==> config.mk <==
export PLATFORM = sky130hd
export DESIGN_NAME = memory
export DESIGN_NICKNAME = d
export VERILOG_FILES = /design/src/rtl/memory.sv
export SDC_FILE = /design/constraint.sdc
export NUM_CORES = 1
export LEC_CHECK = 0
export ABC_AREA = 1
export BUFFER_PORTS_ARGS = -buffer_cell sky130_fd_sc_hd__buf_2
export CELL_PAD_IN_SITES_DETAIL_PLACEMENT = 1
export CELL_PAD_IN_SITES_GLOBAL_PLACEMENT = 1
export CORE_AREA = 2 2 165 167
export DETAILED_ROUTE_END_ITERATION = 8
export DIE_AREA = 0 0 167 169
export GPL_ROUTABILITY_DRIVEN = 0
export PLACE_DENSITY_LB_ADDON = 0.25
export SLEW_MARGIN = 0
export SYNTH_ARGS = -nofsm -noshare
export SYNTH_HDL_FRONTEND = slang
export SYNTH_SLANG_ARGS = --single-unit
==> constraint.sdc <==
create_clock -name clk -period 10.2 [get_ports clk]
set_clock_uncertainty 0.05 [all_clocks]
set_input_delay 1.02 -clock clk [delete_from_list [all_inputs] [get_ports clk]]
set_output_delay 1.02 -clock clk [all_outputs]
set_load 0.005 [all_outputs]
==> src/rtl/memory.sv <==
// Single-port synchronous RAM slave with a valid/ready request handshake.
// Storage is a register array so the whole array can be cleared by reset.
module memory #(
  parameter  int WIDTH      = 8,
  parameter  int DEPTH      = 32,
  localparam int ADDR_WIDTH = $clog2(DEPTH)
) (
  input  logic                  clk,
  input  logic                  rst,
  input  logic [ADDR_WIDTH-1:0] addr,
  input  logic                  wr_rd,
  input  logic [WIDTH-1:0]      wdata,
  output logic [WIDTH-1:0]      rdata,
  input  logic                  valid,
  output logic                  ready
);

  logic [WIDTH-1:0] mem [DEPTH];

  // No wait states: every request is accepted unless reset is active.
  assign ready = valid & ~rst;

  always_ff @(posedge clk or posedge rst) begin
    if (rst) begin
      for (int i = 0; i < DEPTH; i++) begin
        mem[i] <= '0;
      end
      rdata <= '0;
    end else if (valid) begin
      if (wr_rd) begin
        mem[addr] <= wdata;
      end else begin
        rdata <= mem[addr];
      end
    end
  end

endmodule

# Yosys cells after proc, flatten, opt, wreduce, memory -nomap -nowiden
# Index checks and enable logic that the tools add are counted.
# W data, S select, Z words.
totals:
  register_bits: 264
  inputBits: 17
  output_inout_bits: 9
  word_cells: 48
classes:
  order_cmp: 2
  muxes: 6
  n_bitwise: 4
  reduce_logical: 3
ops:
  columns: ["op", "count"]
  rows:
  - ["$bwmux W256", 1]
  - ["$bmux W8 S5", 1]
  - ["$demux W8 S5", 1]
  - ["$mux W8", 3]
  - ["$ge A6 B6 Y1 const B", 1]
  - ["$lt A6 B1 Y1 const B", 1]
  - ["$not A5 Y6", 1]
  - ["$reduce_and A2 Y1", 2]
  - ["$not A1 Y1", 2]
  - ["$and A1 B1 Y1", 1]
  - ["$logic_and A1 B1 Y1", 1]

# Longest topological paths before layout
depth:
  ltp_word: 6
  depth_mapped: 14
  mapped_depth_nobuf: 11

# Worst setup path after synthesis
# OpenSTA, ideal clock, no wires.
synth_path:
  path_kind: "input port to flip-flop"
  from: "input addr[1]"
  to: "register rdata[0]"
  setup_time_ns: 0.062
  arrival_ns: 2.145
  t_required_ns: 10.088
  path_slack_ns: 7.943
  stages: 12
  n_path_buf: 3
  path_cell_list: "buf_2 -> inv_2 -> buf_2 -> buf_1 -> nand2_1 -> nand2_1 -> nand2_1 -> nand2_1 -> nor2_1 -> nand3_1 -> nand2_1 -> inv_1"
synth_via:
  elab_chain_len: 4
synth_lines:
  columns: ["element", "line", "rtl"]
  rows:
  - ["start, declared", "10", "input logic [ADDR_WIDTH-1:0] addr,"]
  - ["$not A5 Y6 (implied by the code)", "33", "rdata <= mem[addr];"]
  - ["$bmux W8 S5", "33", null]
  - ["$mux W8 (implied by the code) (2 in a row)", "33", null]
  - ["end signal, assigned", "33", null]
  - ["end, declared", "13", "output logic [WIDTH-1:0] rdata,"]
# No other way between the ends. The select of a mux whose other input is x is not followed.
# A chain may end at the register's enable or synchronous reset.

# Final worst setup path
layout_path:
  from: "input addr[0]"
  to: "register mem[86] in the netlist's numbering"
layout_via:
  elab_chain_len: 6
  word_cells_on_any_way: 7
  cone_classes: "2 x order compare; 3 x mux; 1 x bitwise; 1 x reduce/logical"
layout_lines:
  columns: ["element", "line", "rtl"]
  rows:
  - ["$not A5 Y6 (implied by the code) *", "31", "mem[addr] <= wdata;"]
  - ["$ge A6 B6 Y1 (implied by the code) / $lt A6 B1 Y1 (equally long branches)", "31", null]
  - ["$logic_and A1 B1 Y1 (implied by the code)", "31", null]
  - ["$mux W8 (implied by the code)", "31", null]
  - ["$demux W8 S5 *", "31", null]
  - ["$bwmux W256 *", "31", null]
  - ["end signal, assigned by index", "31", null]
  - ["end, declared", "18", "logic [WIDTH-1:0] mem [DEPTH];"]
# Mark *: on every way between the ends. The rest lies on a longest branch, timed or not.

==> impl_table.tex <==
\begin{tabular}{lr}
\hline
Metric & Value \\
\hline
\multicolumn{2}{l}{\textbf{Yosys}} \\
Commonest cells post-synth & sky130\_fd\_sc\_hd\_\_nand2\_1 (925), sky130\_fd\_sc\_hd\_\_dfrtp\_1 (264), sky130\_fd\_sc\_hd\_\_o21ai\_0 (256), sky130\_fd\_sc\_hd\_\_clkbuf\_1 (63), sky130\_fd\_sc\_hd\_\_inv\_1 (38) \\
Post-Synth Simple-Gate Area & a little under a third \\
Combinational family with the most area after synthesis & simple AND/OR/NAND/NOR gates \\
Cell types occupying the most area after synthesis & sky130\_fd\_sc\_hd\_\_dfrtp\_1 (54\%), sky130\_fd\_sc\_hd\_\_nand2\_1 (28\%), sky130\_fd\_sc\_hd\_\_o21ai\_0 (10\%) \\
Fraction of the mapped netlist area in adder cells & 0\% \\
Dominant synthesized flop cell & sky130\_fd\_sc\_hd\_\_dfrtp\_1 \\
Most frequent cell after synthesis & sky130\_fd\_sc\_hd\_\_nand2\_1 \\
Number of standard cells after synthesis & roughly 1700 \\
Synth Area in Compound Gates & approximately a tenth \\
Warning count from the yosys run & 0 \\
Leading area contributor after synthesis & sky130\_fd\_sc\_hd\_\_dfrtp\_1 \\
Post-synthesis mux area share & 0\% \\
Average instance area after synthesis & between 7 and 8 um\^{}2 \\
Number of enable-type register cells in the synthesized netlist & 0 \\
Distinct cells, synth & 18 \\
Synth Area in XOR/XNOR & 0\% \\
Proportion of register bits with asynchronous set or reset after synthesis & 100.0\% \\
Synthesis-stage register bit count & $\sim$260 \\
Synthesized cell area & $\sim$0.012 mm\^{}2 \\
Part of the Yosys area used for sequential elements & between 50\% and 60\% \\
Portion of synthesized cell area occupied by the leading cell type & a little over half \\
Synthesized netlist net count & between 1500 and 2000 \\
\multicolumn{2}{l}{\textbf{Flow run}} \\
Max cap viols & 0 \\
\multicolumn{2}{l}{\textbf{Power}} \\
Switching share of total power & between 20 and 30\% \\
Part of the power in combinational logic & a little under an eighth \\
Total internal power & around 0.0020 W \\
Relative contribution of sequential cells to total power & 46.1\% \\
Power density over the cells & around 200 mW/mm\^{}2 \\
Part of the power in the clock network & 42.0\% \\
Pleak & approximately 7 nW \\
Highest ir drop seen on vdd & about 180 uV \\
Switching power summed over all nets & 0.0007422 W \\
\multicolumn{2}{l}{\textbf{Timing}} \\
Number of hold violations in the final report & 0 \\
Maximum frequency from static timing analysis & $\sim$0.23 GHz \\
Share of the clock period used by the worst path after layout & between 40\% and 50\% \\
Minimum setup slack in the final design & 5.806 ns \\
Tmin final & $\sim$4.4 ns \\
Actual slew at the worst max-slew pin & roughly 1.1 ns \\
Sum of negative setup slack & 0 ns \\
Worst relative slew slack & 24.74\% \\
Unrepaired setup endpoints after global routing & false \\
Finish-stage setup viols & 0 \\
Final Max Slew Viols & 0 \\
\multicolumn{2}{l}{\textbf{Routing}} \\
First-pass iteration count of the detailed router & 4 \\
Antenna-violating nets left & 0 \\
Per-cell via count in the routed design & around 5.3 \\
Post-route DRC & 0 \\
Drt total wl & about 36000 um \\
Via count & around 11000 \\
Mean routed wirelength per cell & about 18 um \\
Violation count after the first detailed-route iteration & 693 \\
\multicolumn{2}{l}{\textbf{Clocking}} \\
Clock tree from TritonCTS & done \\
Post-CTS Setup Inserts & 0 \\
Clock slew at reported path FFs & $\sim$0.06 ns \\
Worst-case clock buffer depth & 3 \\
Total of hold buffers inserted after clock tree synthesis & 0 \\
Number of buffers created by CTS & 31 \\
Clock tree root buffer cell & sky130\_fd\_sc\_hd\_\_clkbuf\_16 \\
TritonCTS Sinks & 264 \\
Quantity of gates resized following cts & 0 \\
Later-pin clock latency in the skew report & about 0.57 ns \\
Clock H-tree levels & 1 \\
\multicolumn{2}{l}{\textbf{Cells and area}} \\
Layout Nets & 1638 \\
Final instance count without filler cells & between 1500 and 2000 \\
Fraction of layout instances using a drive strength above 1 & $\sim$6.2\% \\
Area growth, synth to finish & 10.66\% \\
Fillers & 3348 \\
Post-route cell area & 0.01359 mm\^{}2 \\
Number of diodes & 0 \\
\multicolumn{2}{l}{\textbf{Worst setup path}} \\
Sum of buffers and inverters on the critical path & 3 \\
Highest net fanout along the worst path & approximately 70 \\
Crit path cell chain & buf\_4 -> clkinv\_2 -> buf\_4 -> nor3\_4 -> nand2\_1 -> nand2\_1 -> o21ai\_0 \\
CP delay by family, top & buffers and inverters \\
Slowest-stage cell, CP & sky130\_fd\_sc\_hd\_\_clkinv\_2 \\
Crit-path max cell delay & between 1 and 1.5 ns \\
Startpoint types & input port \\
Worst Setup End Kind & flop \\
Critical Setup Path Class & in2reg \\
Arr. time, crit path & 4.76 ns \\
Data required, critical path & $\sim$11 ns \\
\multicolumn{2}{l}{\textbf{Global routing}} \\
Maximum number of pins on one net before global-route repair & roughly 180 \\
Antenna violations before repair & 0 \\
Global route total overflow & 0 \\
Via count of the first global-routing pass & between 10000 and 15000 \\
Wire length of the first global-routing pass & 60120 um \\
Total routing resource utilization after global routing & between 20\% and 30\% \\
\multicolumn{2}{l}{\textbf{Placed design}} \\
Number of cells in the design after placement & 1929 \\
Dpl ws & between 5 and 6 ns \\
Input/output buffers & 25 \\
Detailed Place HPWL & between 20000 and 25000 um \\
Total cell area at the placement stage & 0.01254 mm\^{}2 \\
\multicolumn{2}{l}{\textbf{Die}} \\
DIE WIDTH & roughly 170 um \\
Die height & roughly 170 um \\
Number of placed I/O pins & 26 \\
Std cell rows & 60 \\
Starting density of the core & 46.34\% \\
Die Outline Area & approximately 0.028 mm\^{}2 \\
Core outline area & around 0.027 mm\^{}2 \\
\multicolumn{2}{l}{\textbf{Hold path}} \\
Type of the worst min-delay path & reg2reg \\
\multicolumn{2}{l}{\textbf{Status}} \\
Result of the run & finished clean \\
\hline
\end{tabular}
==> layer usage <==
metal	routed length, um	GRT usage, %	up-vias
met5	0	0	-
met4	711	5.997	0
met3	1134	2.549	54
met2	17770	46.00	153
met1	16850	36.27	5302
li1	-	-	5093
==> cell families after synthesis <==
group / after synthesis
compound gates: 258
buf+inv: 146
flops: 264
simple gates: 982
==> sequential cells by signal (all words and copies together) (netlist names) <==
signal,count
mem,256
rdata,8
==> worst register-to-register path, stage by stage, from the launching register on <==
cell	delay, ns
sky130_fd_sc_hd__dfrtp_1	0.38
sky130_fd_sc_hd__nand2_1	0.08
sky130_fd_sc_hd__nand2_1	0.09
sky130_fd_sc_hd__nand2_1	0.07
sky130_fd_sc_hd__nand2_1	0.07
sky130_fd_sc_hd__nand2_1	0.06
sky130_fd_sc_hd__nand2_1	0.12
sky130_fd_sc_hd__nor2_1	0.25
sky130_fd_sc_hd__nand3_1	0.19
sky130_fd_sc_hd__nand2_1	0.10
sky130_fd_sc_hd__inv_1	0.04
==> metrics by stage <==
step           total power, W  util (%)  hold WS [ns]
2_1_floorplan        0.001493         -        0.4029
3_3_place_gp         0.001580     47.32        0.4152
3_5_place_dp         0.001603     47.32        0.4232
4_1_cts              0.002754     51.27        0.4378
5_1_grt              0.002865     51.27        0.4540
6_report             0.002736     51.27        0.4349
==> path summary, 6_finish.rpt <==
check / startpoint / to / slack (ns) / depth (start not counted)
setup / recovery: addr[0] / mem[86] / 5.81 / 7
hold / removal: mem[35] / mem[35] / 0.43 / 2
setup reg to reg: mem[57] / rdata[1] / 8.61 / 10
hold reg to reg: mem[35] / mem[35] / 0.43 / 2
max in group asynchronous: rst / mem[253] / 8.20 / 3
min in group asynchronous: rst / rdata[0] / 0.50 / 2
==> cell type report <==
class / instances / area, um^2 / area share, %
tap: 341 / 426.7 / 3.140
clock inverter: 11 / 162.7 / 1.197
multi-input combinational: 1240 / 5066 / 37.28
clock buffer: 44 / 884.6 / 6.510
inverter: 40 / 158.9 / 1.169
sequential: 264 / 6606 / 48.62
timing repair buffer: 44 / 282.8 / 2.081
==> cell usage in the layout (no fill, tap or decap), drive strengths merged <==
cell type / count
dfrtp: 264
buf: 44
bufinv: 4
clkbuf: 44
inv: 41
clkinv: 6
or2: 1
nand3: 25
o21ai: 256
nand2: 925
nor2: 21
nor3: 10
a21oi: 2
==> power groups by stage <==
stage / registers, W / logic [W] / clock network, W
after floorplan: 0.00126 / 0.000238 / 0
after global placement: 0.00127 / 0.000309 / 0
after detailed placement: 0.00128 / 0.000327 / 0
after CTS: 0.00126 / 0.000330 / 0.00116
after global routing: 0.00128 / 0.000381 / 0.00121
final: 0.00126 / 0.000325 / 0.00115
No activity file was read; power rests on OpenSTA's default activity.
